--- src/rtl/matrix_pkg.sv ---
// matrix_pkg: shared matrix geometry, pixel mapping and scan states
package matrix_pkg;
    localparam int ROW = 4;
    localparam int COL = 4;
    localparam int PIXEL = ROW * COL;
    localparam int BIT_COUNT = 2;
    localparam int KEY_BITS = 4;
    typedef enum logic {DRIVE, EVAL} state_t;
    function automatic int pixel_index(input int r, input int c);
        return r * COL + c;
    endfunction
endpackage

--- src/rtl/key_debounce.sv ---
// key_debounce: frame-level debounce of the key image with change events
module key_debounce #(
    parameter int PIXEL    = matrix_pkg::PIXEL,
    parameter int KEY_BITS = matrix_pkg::KEY_BITS,
    parameter int DEBOUNCE = 4
) (
    input  logic                clk,
    input  logic                rst_n,
    input  logic [PIXEL-1:0]    frame,
    input  logic                eval,
    output logic [PIXEL-1:0]    key_matrix,
    output logic                key_event,
    output logic [KEY_BITS-1:0] key_code,
    output logic                key_pressed
);
    import matrix_pkg::*;
    localparam int SW = $clog2(DEBOUNCE);
    localparam logic [SW-1:0] MAX = SW'(DEBOUNCE - 1);
    logic [PIXEL-1:0] prev_frame, rise, fall;
    logic [SW-1:0] stable, stable_n;
    logic [KEY_BITS-1:0] rise_code, fall_code;
    logic accept;
    // saturating stability count, change masks and lowest changed index
    always_comb begin
        stable_n = (frame != prev_frame) ? '0 : (stable == MAX) ? MAX : stable + 1'b1;
        rise = frame & ~key_matrix;
        fall = ~frame & key_matrix;
        accept = eval && stable_n == MAX && frame != key_matrix;
        rise_code = '0;
        fall_code = '0;
        for (int i = PIXEL - 1; i >= 0; i--) begin
            if (rise[i]) rise_code = KEY_BITS'(i);
            if (fall[i]) fall_code = KEY_BITS'(i);
        end
    end
    // history update on each eval strobe; accepted image and event report
    always_ff @(posedge clk or negedge rst_n) begin
        if (!rst_n) begin
            prev_frame  <= '0;
            stable      <= '0;
            key_matrix  <= '0;
            key_event   <= 1'b0;
            key_code    <= '0;
            key_pressed <= 1'b0;
        end else begin
            key_event <= accept;
            if (eval) begin
                prev_frame <= frame;
                stable     <= stable_n;
            end
            if (accept) begin
                key_matrix  <= frame;
                key_code    <= |rise ? rise_code : fall_code;
                key_pressed <= |rise;
            end
        end
    end
endmodule

--- src/rtl/key_matrix_scan.sv ---
// key_matrix_scan: row-scanning keypad reader producing a debounced key image
module key_matrix_scan #(
    parameter int ROW           = matrix_pkg::ROW,
    parameter int COL           = matrix_pkg::COL,
    parameter int PIXEL         = ROW * COL,
    parameter int BIT_COUNT     = matrix_pkg::BIT_COUNT,
    parameter int KEY_BITS      = matrix_pkg::KEY_BITS,
    parameter int SETTLE_CYCLES = 16,
    parameter int DEBOUNCE      = 4
) (
    input  logic                 clk,
    input  logic                 rst_n,
    input  logic [COL-1:0]       col_in,
    output logic [ROW-1:0]       row_out,
    output logic [BIT_COUNT-1:0] count,
    output logic [PIXEL-1:0]     key_matrix,
    output logic                 key_event,
    output logic [KEY_BITS-1:0]  key_code,
    output logic                 key_pressed
);
    import matrix_pkg::*;
    localparam int DW = $clog2(SETTLE_CYCLES);
    state_t state, state_n;
    logic [BIT_COUNT-1:0] count_n;
    logic [DW-1:0] dwell, dwell_n;
    logic [COL-1:0] sync1, sync2;
    logic [PIXEL-1:0] frame, frame_n;
    logic [ROW-1:0] row_n;
    // two-flop synchronizer for the asynchronous column returns
    always_ff @(posedge clk or negedge rst_n) begin
        if (!rst_n) begin
            sync1 <= '0;
            sync2 <= '0;
        end else begin
            sync1 <= col_in;
            sync2 <= sync1;
        end
    end
    // scan state, registered row drive and frame capture
    always_ff @(posedge clk or negedge rst_n) begin
        if (!rst_n) begin
            state   <= DRIVE;
            count   <= '0;
            dwell   <= '0;
            frame   <= '0;
            row_out <= '1;
        end else begin
            state   <= state_n;
            count   <= count_n;
            dwell   <= dwell_n;
            frame   <= frame_n;
            row_out <= row_n;
        end
    end
    // dwell timing, row stepping, column capture and the one-cycle eval slot
    always_comb begin
        state_n = state;
        count_n = count;
        dwell_n = dwell;
        frame_n = frame;
        if (state == EVAL) begin
            state_n = DRIVE;
        end else if (dwell == DW'(SETTLE_CYCLES - 1)) begin
            frame_n[count*COL +: COL] = ~sync2;
            dwell_n = '0;
            count_n = (count == BIT_COUNT'(ROW - 1)) ? '0 : count + 1'b1;
            state_n = (count == BIT_COUNT'(ROW - 1)) ? EVAL : DRIVE;
        end else begin
            dwell_n = dwell + 1'b1;
        end
        row_n = (state_n == DRIVE) ? ~(ROW'(1) << count_n) : '1;
    end
    key_debounce #(
        .PIXEL(PIXEL),
        .KEY_BITS(KEY_BITS),
        .DEBOUNCE(DEBOUNCE)
    ) u_debounce (
        .clk(clk),
        .rst_n(rst_n),
        .frame(frame),
        .eval(state == EVAL),
        .key_matrix(key_matrix),
        .key_event(key_event),
        .key_code(key_code),
        .key_pressed(key_pressed)
    );
endmodule

--- config.mk ---
export PLATFORM = sky130hd
export DESIGN_NAME = key_matrix_scan
export DESIGN_NICKNAME = d
export VERILOG_FILES = /design/src/rtl/matrix_pkg.sv /design/src/rtl/key_debounce.sv /design/src/rtl/key_matrix_scan.sv
export SDC_FILE = /design/constraint.sdc
export NUM_CORES = 1
export LEC_CHECK = 0
export ABC_AREA = 0
export CELL_PAD_IN_SITES_DETAIL_PLACEMENT = 1
export CELL_PAD_IN_SITES_GLOBAL_PLACEMENT = 2
export CORE_UTILIZATION = 30
export DETAILED_ROUTE_END_ITERATION = 12
export PLACE_DENSITY = 0.76
export SLEW_MARGIN = 5
export SYNTH_ARGS = -nofsm -noshare
export SYNTH_HDL_FRONTEND = slang
export SYNTH_HIERARCHICAL = 1
export SYNTH_SLANG_ARGS = --single-unit
--- constraint.sdc ---
create_clock -name clk -period 1.87 [get_ports clk]
set_input_delay 0.561 -clock clk [delete_from_list [all_inputs] [get_ports clk]]
set_output_delay 0.561 -clock clk [all_outputs]
set_load 0.02 [all_outputs]
## After elaboration in Yosys (flattened, before gate mapping)

Index checks and enable logic that the tools add are counted.

- Register bits after elaboration: 75
- Input bits: 6
- Word-level logic and storage cells: 81

- $add $sub $neg: 4
- Equality and inequality tests: 6
- Shifts and indexed selects: 3
- Mux-type cells: 44
- Bitwise gates (word level): 7
- Reductions and logical operators: 4

Operator list:

| kind | count |
|---|---|
| two-way mux 4 bit | 35 |
| negation 4 -> 34 bit | 1 |
| variable shift 4 x 34 -> 16 bit (first input constant) | 1 |
| variable part select 4 x 34 -> 16 bit | 1 |
| AND 16 bit | 2 |
| inequality test 16 bit | 2 |
| NOT 16 bit | 2 |
| bitwise mux 16 bit | 1 |
| OR reduction 16 bit | 1 |
| two-way mux 2 bit | 5 |
| NOT 4 bit | 2 |
| == test 2 bit (second input constant) | 3 |
| adder 2 x 1 -> 2 bit (second input constant) | 2 |
| adder 4 x 1 -> 4 bit (second input constant) | 1 |
| == test 4 bit (second input constant) | 1 |
| left shift 1 x 2 -> 4 bit (first input constant) | 1 |
| two-way mux 1 bit | 3 |
| logical AND 1 bit | 2 |
| AND reduction 2 bit | 1 |
| NOT 1 bit | 1 |

## Longest topological paths before layout

Gate-level depths: netlist of run 1.

- Depth in word-level cells: 19
- Gate-level depth with buffers: 9
- Gate-level depth less buffers: 8

## Modules after synthesis

Netlist of run 1, hierarchy kept.

Modules (own cells, without submodules):

| module | times used | cells each | area an instance (um^2) | sequential area each (um^2) |
|---|---|---|---|---|
| key_debounce | 1 | 268 | 2,571.2 | 1,001.0 |
| key_matrix_scan | 1 | 111 | 1,486.4 | 880.8 |

## Worst setup path after synthesis of run 1

OpenSTA, ideal clock, no wires.

- Kind: register to register
- Start: register u_debounce.key_matrix[6]
- End: register u_debounce.key_pressed
- Arrival: 1.912 ns
- Required time: 1.742 ns
- Slack: -0.170 ns
- Cell stages (with the launch flop): 8
- Buffers on the path: 1
- Period minus slack after synthesis: 2.040 ns
- Path through: dfrtp_1 inv_1 ha_1 nand4_1 o41ai_2 nor3_2 buf_4 mux2_1

- Word-level cells in the longest chain between the ends: 3

RTL lines:

| what | RTL line | source |
|---|---|---|
| start: declaration | key_debounce.sv:11 | `output logic [PIXEL-1:0] key_matrix,` |
| start signal: assignment | key_debounce.sv:52 | `key_matrix <= frame;` |
| NOT 16 bit | key_debounce.sv:26 | `rise = frame & ~key_matrix;` |
| AND 16 bit | key_debounce.sv:26 |  |
| OR reduction 16 bit | key_debounce.sv:54 | `key_pressed <= \|rise;` |
| end signal: assignment | key_debounce.sv:54 |  |
| end: declaration | key_debounce.sv:14 | `output logic key_pressed` |

Several ways; a longest one is shown, not always the timed one.
A chain may end at the register's enable or synchronous reset.

## Final worst setup path of run 1

- Start: register frame[15]
- End: register u_debounce.key_code[0]

- Word-level cells in the longest chain between the ends: 19

RTL lines:

| what | RTL line | source |
|---|---|---|
| start: declaration | key_matrix_scan.sv:27 | `logic [PIXEL-1:0] frame, frame_n;` |
| start signal: assignment | key_matrix_scan.sv:51 | `frame <= frame_n;` |
| NOT 16 bit | key_debounce.sv:27 | `fall = ~frame & key_matrix;` |
| AND 16 bit | key_debounce.sv:27 |  |
| two-way mux 4 bit (16 in series) | key_debounce.sv:33 | `if (fall[i]) fall_code = KEY_BITS'(i);` |
| two-way mux 4 bit | key_debounce.sv:53 | `key_code <= \|rise ? rise_code : fall_code;` |
| end signal: assignment | key_debounce.sv:53 |  |
| end: declaration | key_debounce.sv:13 | `output logic [KEY_BITS-1:0] key_code,` |

Several ways; a longest one is shown, not always the timed one.

==> results of run 1 <==
==> registers in the layout, indices dropped and copies added (netlist names), 4 cells and up <==
signal / flops
frame: 16
u_debounce/key_matrix: 16
u_debounce/prev_frame: 16
dwell: 4
row_out: 4
sync1: 4
sync2: 4
u_debounce/key_code: 4
==> worst reg2reg max path, stage by stage, from the launching register on <==
cell     delay, ns
dfrtp_2       0.48
ha_4          0.30
nand4_1       0.15
o41ai_4       0.46
nor3_4        0.09
buf_6         0.16
buf_6         0.12
o22a_1        0.20
==> synth_stat cells, drive strengths merged <==
cell type,number
dfrtp,71
inv,42
ha,39
mux2,33
nor2,31
nand2,27
o21ai,23
nor4,13
a21oi,12
xor2,12
nor3,9
buf,8
nand4,6
xnor2,6
o31ai,5
dfstp,4
nand2b,4
nand3,4
a31oi,3
nand4bb,3
o2bb2ai,3
a2111oi,2
and2,2
nor2b,2
o21bai,2
or4b,2
a211oi,1
a22oi,1
a32oi,1
and3,1
and4b,1
clkbuf,1
nand4b,1
o211a,1
o22a,1
o41ai,1
or2,1
==> layer usage <==
metal  track usage  share of wire  vias up
li1              -              -     1565
met1        0.2063           0.42     1630
met2        0.3154           0.54       46
met3       0.03571          0.026       15
met4       0.04567          0.016        0
met5             0              0        -
==> cells by family (layout without fill, tap and decap cells) <==
family / Yosys count / in the layout
XOR/XNOR: 18 / 18
AND/OR/NAND/NOR: 107 / 107
multiplexers: 33 / 33
AO/OA/AOI/OAI: 56 / 56
buffers and inverters: 51 / 183
adder cells (fa/ha/maj): 39 / 39
flip-flops: 75 / 75
==> where the power goes <==
part           internal, mW  switching [mW]
logic                 0.118           0.116
registers              1.65          0.0298
clock network         0.946           0.707
total                  2.71           0.852
==> layout make-up <==
class                   instances  area, µm²
repair buffers                125       1056
well taps                     176      220.2
multi-input cells             253       2226
flip-flops and latches         75       1909
fillers                      1471       7381
clock buffers                  10      239.0
inverters                      42      165.2
clock inverters                 6      46.29
==> cell usage in the layout (no fill, tap or decap), types with 4 or more instances in the layout <==
cell	count
mux2_2	22
mux2_1	8
inv_1	35
nand4_1	6
o21ai_2	7
xnor2_1	6
xor2_1	11
dlygate4sd2_1	23
clkdlybuf4s50_1	6
nor4_1	6
clkbuf_16	9
dfstp_2	4
buf_6	7
buf_4	83
inv_2	5
ha_4	6
o21ai_0	5
nor4_2	6
dfrtp_1	49
ha_1	33
clkinvlp_4	4
nand2_1	16
o31ai_1	4
nand2_4	7
nor2_1	29
dfrtp_2	22
a21oi_1	12
o21ai_1	11
nand2_2	4
nor3_1	7
==> timing repair <==
action                                  CTS  global route
cloned                                    1             0
buffers inserted                          9             8
hold endpoints to repair                  0             0
hold buffers                              0             0
pin swaps                                11             8
endpoints found under the setup margin   44            39
gates resized for setup                  57            36
==> worst min path at each step <==
stage,endpoint,depth (start not counted)
after floorplan,count[0],0
after global placement,sync2[0],0
after detailed placement,sync2[0],0
after CTS,u_debounce/key_matrix[11],1
after global routing,u_debounce/prev_frame[15],1
final,u_debounce/key_matrix[13],1
==> metrics by stage <==
step                      utilization  hold WS (ns)
final                          0.4426        0.2002
after global routing           0.4426        0.2283
after CTS                      0.4249        0.2140
after detailed placement       0.3909        0.3387
after global placement         0.3909        0.3341
after floorplan                     -        0.2654
==> impl_metrics.tcl, run 1 <==
set metrics [dict create \
    rrSetupSlack_ns -0.19 \
    path_clk_slew_ns 0.06 \
    cp_slowest_cell "dfrtp_2" \
    yosysUniqueCellTypes 46 \
    cp.depth 7 \
    stdcell_count 687 \
    fin_area_um2 5862 \
    synthMuxAreaShare 0.09251 \
    p_leak_nw 2.884 \
    cts_buffer_depth 2 \
    start_util 0.3064 \
    crit_type "reg -> reg" \
    yosys.area_share.simple 0.1440 \
    start_kind "register" \
    status "complete, but fails checks" \
    portBuffers 33 \
    crit_path_max_incr_delay_ns 0.48 \
    r2r-end "u_debounce/key_code[0]" \
    endpoint "u_debounce/key_code[0]" \
    crit_path_max_fanout 6 \
    wire_per_inst_um 16.97 \
    yosys_warnings 6 \
    syn_nets 424 \
    worstSkewPairLatency_ns 0.33 \
    antenna_cells 0 \
    syn_area_um2 4058 \
    cts_num_sinks 75 \
    netlist_instances 379 \
    syn_to_final_growth_pct 44.46 \
    synth_area_leaders "dfrtp_1, ha_1, mux2_2" \
    cp_top_family "compound AO/OA/AOI/OAI gates" \
    synth_xor_area_frac 0.03885 \
    die_y_um 118.3 \
    fmax_ghz 0.4848 \
    hold_path.class "in -> async" \
    violations "setup timing" \
    cts_root_buf "clkbuf_16" \
    grt_pass1_vias 3574 \
    drtIter0Drc 102 \
    fin_crit_ns 2.063 \
    drive_above_1_share 0.4188 \
    synth_top_family_by_area "simple AND/OR/NAND/NOR gates" \
    fp.coreArea_um2 13240 \
    r2r-start "frame[15]" \
    synthAdderAreaFrac 0.1203 \
    cpMostUsedCell "buf_6" \
    synth_top_area_share 0.4379 \
    routed_wl_mm 11.66 \
    vias 3256 \
    setup_viol 23 \
    crit_start "frame[15]" \
    fin_setup_tns_ns -2.089 \
    yosys_register_bits 75 \
    routed_via_density 4.739 \
    antenna_found_initial 0 \
    max_slew_margin 0.6668 \
    path_cells "ha_4 -> nand4_1 -> o41ai_4 -> nor3_4 -> buf_6 -> buf_6 -> o22a_1" \
    track_usage 0.1736 \
    hold_violations 0 \
    fp.dieW_um 118.3 \
    syn_avg_cell_area_um2 10.71 \
    arrival_ns 2.28 \
    gr-total-overflow 0 \
    num_rows 42 \
    nets 551 \
    vdd_ir_drop_max_mv 0.5022 \
    timing.final.ws_setup_ns -0.1929 \
    worstRegToRegCells 7 \
    cap_viol_max_count 0 \
    synth_largest_area_cell "dfrtp_1" \
    crit_buf_inv 2 \
    worstMarginPinSlew_ns 0.4999 \
    total_power_mw 3.563 \
    place_area_um2 5176 \
    gp_congestion 0.8593 \
    required_ns 2.09 \
    drv_slew 0 \
    dieArea_um2 13990 \
    dp_hpwl_mm 8.540 \
    ys_seq_area_frac 0.4638 \
    cts_tree "yes" \
    io_pins 34 \
    grt_max_degree 34 \
    cts_buffers 9 \
    power_density_nw_per_um2 607.8 \
    dr.pass1.iters 4 \
    htreeDepth 3 \
    post-route-period-util 1.103 \
    dpl.cell_count 654 \
    cp-end-kind "register" \
    ant_nets 0 \
    rsz0062_at_grt "true" \
    drc 0 \
    finClkSkew_ns 0.01102 \
    synth_compound_area_frac 0.08603 \
    grt_pass1_wl_mm 18.80 \
    place_ws_ns -0.2099 \
]
No activity file was read; power rests on OpenSTA's default activity.
==> run 2, diff against run 1 <==
==> constraint.sdc (replaced) <==
create_clock -name clk -period 1.87 [get_ports clk]
set_input_delay 0.561 -clock clk [delete_from_list [all_inputs] [get_ports clk]]
set_output_delay 0.561 -clock clk [all_outputs]
set_load 0.01 [all_outputs]
==> run 2 against run 1 <==
Against the previous run:
- the flow still finishes with violations (setup timing)
- first-iteration DRC count decreased by 0.98%
- final cell count increased by 2.9%
- setup slack improved by 0.0081 ns
- utilization increased by 0.58 points
- cell area increased by 1.3%
- sequential share of layout area decreased by 0.69 points
- worst hold slack got worse by 0.030 ns
- fmax increased by 0.40%
- critical endpoint unchanged
- largest power group unchanged
==> impl_metrics.tcl, run 2 (same netlist as run 1, synthesis figures left out) <==
set metrics [dict create \
    drtIter0Drc 101 \
    drc 0 \
    dp_hpwl_mm 8.606 \
    fmax_ghz 0.4867 \
    finClkSkew_ns 0.006704 \
    vias 3332 \
    drv_slew 0 \
    reg_top3 "frame x16, u_debounce/key_matrix x16, u_debounce/prev_frame x16" \
    num_rows 42 \
    postCtsHoldBufs 0 \
    mostFrequentLayoutCell "buf_4" \
    worstSkewPairLatency_ns 0.34 \
    cts_buffer_depth 2 \
    crit_path_max_fanout 3 \
    setup_viol 20 \
    cts_num_sinks 75 \
    dieArea_um2 13990 \
    timing.final.ws_setup_ns -0.1848 \
    drive_above_1_share 0.4068 \
    cts_root_buf "clkbuf_16" \
    portBuffers 33 \
    utilization 0.4484 \
    fp.coreArea_um2 13240 \
    hold_path.class "in -> async" \
    gr-total-overflow 0 \
    fp.dieW_um 118.3 \
    cp-end-kind "register" \
    hold_violations 0 \
    gp_congestion 0.8403 \
    htreeDepth 3 \
    crit_type "reg -> reg" \
    antenna_cells 0 \
    arrival_ns 2.33 \
    violations "setup timing" \
    start_kind "register" \
    required_ns 2.15 \
    cap_viol_max_count 0 \
    grt_pass1_wl_mm 19.75 \
    grt_max_degree 31 \
    grt_pass1_vias 3742 \
    vdd_ir_drop_max_mv 0.3803 \
    place_ws_ns -0.1544 \
    cp_slowest_cell "dfrtp_1" \
    cts_tree "yes" \
    fin_setup_tns_ns -1.209 \
    ant_nets 0 \
    crit_path_max_incr_delay_ns 0.39 \
    fin_crit_ns 2.055 \
    path_clk_slew_ns 0.06 \
    syn_to_final_growth_pct 46.35 \
    wire_per_inst_um 17.36 \
    routed_via_density 4.713 \
    nets 571 \
    rsz0062_at_grt "true" \
    layout_common_cells "buf_4, dfrtp_1, inv_1" \
    post-route-period-util 1.099 \
    status "complete, but fails checks" \
    die_y_um 118.3 \
    dr.pass1.iters 4 \
    power_density_nw_per_um2 602.8 \
    p_leak_nw 2.885 \
    cpMostUsedCell "buf_4" \
    start_util 0.3064 \
    io_pins 34 \
    antenna_found_initial 0 \
    max_slew_margin 0.6936 \
    cts_buffers 9 \
    path_cells "buf_4 -> ha_1 -> nor4_2 -> buf_4 -> nand4_1 -> a2111oi_1 -> o22a_1" \
    track_usage 0.1852 \
    worstMarginPinSlew_ns 0.4596 \
    routed_wl_mm 12.27 \
]
[run 2: final timing paths]
path | start | end | slack (ns) | depth (start not counted)
max in group asynchronous | rst_n | row_out[3] | 1.08 | 2
max | frame[5] | u_debounce/key_code[0] | -0.18 | 7
min reg2reg | sync1[1] | sync2[1] | 0.35 | 0
min in group clk | sync1[1] | sync2[1] | 0.35 | 0
max reg2reg | frame[5] | u_debounce/key_code[0] | -0.18 | 7
min | rst_n | u_debounce/key_matrix[10] | 0.17 | 1
[run 2: repair_timing]
item,in CTS,in global routing
pin swaps,10,9
cloned,1,0
setup endpoints to repair,41,36
gates resized for setup,48,37
setup buffers,19,12
[run 2: report_power, final]
group          switching, mW  internal, mW
registers             0.0293          1.65
logic                  0.122         0.128
clock network          0.714         0.940
[run 2: stage by stage]
stage	hold WS, ns	std cells	cell area, µm²	total power [mW]
after CTS	0.1761	699	5781	3.619
final	0.1697	707	5938	3.580
after global placement	0.3323	664	5224	1.902
after global routing	0.1905	707	5938	3.721
after detailed placement	0.3363	664	5224	1.908
after floorplan	0.2654	379	4085	1.764
[run 2: final cells by class]
cell class              instances  area, µm²
clock inverters                 5      37.54
well taps                     176      220.2
inverters                      42      161.4
flip-flops and latches         75       1893
multi-input cells             253       2203
repair buffers                145       1180
fillers                      1488       7305
clock buffers                  11      242.7
[run 2: worst max-delay path: cells and delay by family (launching register included)]
family / cells / cell delay (ns)
flops: 1 / 0.39
fa+ha+maj: 1 / 0.20
buf+inv: 2 / 0.31
compound gates: 2 / 0.60
simple gates: 2 / 0.49
[run 2: layer usage]
| metal | track usage | up-vias | part of all wire | wire length (µm) |
|---|---|---|---|---|
| met5 | 0 | - | 0 | 0 |
| met4 | 0.06891 | 0 | 0.023 | 281 |
| met3 | 0.03330 | 20 | 0.020 | 251 |
| met2 | 0.3364 | 47 | 0.53 | 6523 |
| met1 | 0.2154 | 1672 | 0.43 | 5216 |
| li1 | - | 1593 | - | - |
==> RTL change: new RTL, config.mk and constraints of run 1 <==
Register the output `key_matrix`, with the module's reset; this adds one clock of latency there. The other outputs are not delayed to match.
--- a/src/rtl/key_matrix_scan.sv
+++ b/src/rtl/key_matrix_scan.sv
@@ -21,4 +21,6 @@
     import matrix_pkg::*;
     localparam int DW = $clog2(SETTLE_CYCLES);
+
+    logic [PIXEL-1:0] key_matrix_d;
     state_t state, state_n;
     logic [BIT_COUNT-1:0] count_n;
@@ -80,9 +82,17 @@
         .frame(frame),
         .eval(state == EVAL),
-        .key_matrix(key_matrix),
+        .key_matrix(key_matrix_d),
         .key_event(key_event),
         .key_code(key_code),
         .key_pressed(key_pressed)
     );
+    always_ff @(posedge clk or negedge rst_n) begin
+        if (!rst_n) begin
+            key_matrix <= '0;
+        end else begin
+            key_matrix <= key_matrix_d;
+        end
+    end
+
 endmodule
 
Check against the original RTL: no difference found for any inputs over 10 cycles, from zero or initial values and one cycle with rst_n low; that may be too few to reach the edited logic, so the function may still have changed.
==> RTL change against run 1 <==
- the run still ends with setup timing left
- combinational power increased by 17%
- design area grew 14%
- synthesized area rose by 11%
- sequential cell count is 16 higher
- total power rose by 14%
- setup slack improved by 0.018 ns
- wire length up 8.0%
- largest power group unchanged
==> RTL change: results (changes against run 1) <==
- Outcome: finished, violations left
- Failing checks: setup timing
- Seq/Total Area, Yosys: 0.5088 (+0.04502)
- Setup bufs post-CTS: 12 (+3)
- Final #Nets: 583 (+5.8%)
- Clock Skew: 0.007294 ns (-0.003730 ns)
- Crit path arrival time: 2.33 ns (+0.05 ns)
- Fin cells: 727 (+5.8%)
- # setup viols final: 21 (-8.7%)
- Psw: 0.0009056 W (+6.2%)
- Routed WL per cell: 17.32 um (+2.1%)
- Placement Setup Slack: -0.2621 ns (-0.05220 ns)
- Routability Congestion: 0.7980 (-7.1%)
- Most frequent cells after synthesis: dfrtp_1 (87), inv_1 (42), ha_1 (39), nor2_1 (34), mux2_2 (25)
- Placed inst area: 5630 sq um (+8.8%)
- Multiplexer area fraction after synthesis: 0.09372 (+0.001217)
- Unique masters post-synth: 45 (-2.2%)
- Filler cells: 1579 (+7.3%)
- Vias post-DR: 3445 (+5.8%)
- 1st-iter DRT viols: 113 (+11%)
- HPWL Detailed: 8663 um (+1.4%)
- Post-Syn Nets: 442 (+4.2%)
- TNS Setup: -1.824 ns (+0.2645 ns)
- FF-to-FF path depth: 8 (+1)
- Global-route wire length before repair: 19680 um (+4.7%)
- CTS Sinks: 91 (+21%)
- Final WS setup: -0.1749 ns (+0.01797 ns)
- Adder-cell share of the synthesized area: 0.1088 (-0.01147)
- Peak supply drop: 426.9 uV (-15%)
- Synth Area in Compound Gates: 0.07197 (-0.01406)
- CP max FO: 4 (-2)
- Top post-synthesis cells by area: dfrtp_1 (49%), ha_1 (11%), mux2_2 (6.3%)
- Worst r2r src: frame[11]
- Number of gates resized after cts: 65 (+14%)
- Synth Area in XOR/XNOR: 0.03515 (-0.003706)
-- RTL change: cell count changes in the layout (fill, tap and decap cells not counted), moves of 9 or more --
| cell | before | now |
|---|---|---|
| ha_1 | 33 | 21 |
| dfrtp_1 | 49 | 74 |
| dlygate4sd2_1 | 23 | 10 |
| clkdlybuf4s50_1 | 6 | 17 |
| dfrtp_2 | 22 | 13 |
| buf_4 | 83 | 92 |
-- RTL change: critical path: stages, from the launching register on --
cell and delay (ns):
dfrtp_2 0.47, buf_4 0.17, inv_1 0.06, ha_1 0.27
a21oi_1 0.09, a21oi_1 0.15, o21bai_1 0.12, a2111oi_1 0.45
o22a_1 0.21
-- RTL change: cells by family after synthesis --
logic type / count (synthesis)
muxes: 36
DFF: 91
AOI/OAI and AO/OA: 53
xor gates and xnor gates: 18
buffers and inverters: 51
adders and majority gates: 39
and+or+nand+nor: 109
-- RTL change: worst max-delay path by stage --
stage	from	end	cells past startpoint
2_1_floorplan	count[0]	frame[11]	7
3_3_place_gp	frame[1]	u_debounce/key_matrix[15]	7
3_5_place_dp	frame[1]	u_debounce/key_matrix[4]	7
4_1_cts	frame[11]	u_debounce/key_code[0]	8
5_1_grt	frame[11]	u_debounce/key_code[0]	8
6_report	frame[11]	u_debounce/key_code[0]	8
-- RTL change: power groups by stage --
| stage | sequential, W | combinational [W] | clock [W] |
|---|---|---|---|
| floorplan | 0.00205 | 0.0000694 | 0 |
| global placement | 0.00206 | 0.000212 | 0 |
| detailed placement | 0.00206 | 0.000217 | 0 |
| CTS | 0.00202 | 0.000245 | 0.00182 |
| global route | 0.00203 | 0.000301 | 0.00191 |
| finish | 0.00202 | 0.000273 | 0.00177 |
-- RTL change: metal layers --
metal | wire length, um | global-route usage | share of wire | vias up
met3 | 374 | 0.04424 | 0.030 | 20
met2 | 6747 | 0.2987 | 0.54 | 60
met1 | 5132 | 0.1912 | 0.41 | 1729
met5 | 0 | 0 | 0 | -
li1 | - | - | - | 1636
met4 | 334 | 0.03189 | 0.027 | 0
-- RTL change: cell type report --
| cell class | count | area, sq um | share of cell area |
|---|---|---|---|
| multi-input combinational | 255 | 2435 | 0.3657 |
| sequential | 91 | 2298 | 0.3452 |
| timing repair buffer | 139 | 1242 | 0.1866 |
| clock buffer | 11 | 232.7 | 0.03496 |
| tap | 184 | 230.2 | 0.03458 |
| inverter | 42 | 163.9 | 0.02462 |
| clock inverter | 5 | 55.05 | 0.008269 |
-- RTL change: metrics by stage --
step	total power, W	hold slack [ns]
2_1_floorplan	0.002118	0.2654
3_3_place_gp	0.002267	0.3343
3_5_place_dp	0.002275	0.3362
4_1_cts	0.004089	0.1851
5_1_grt	0.004235	0.1996
6_report	0.004070	0.1733
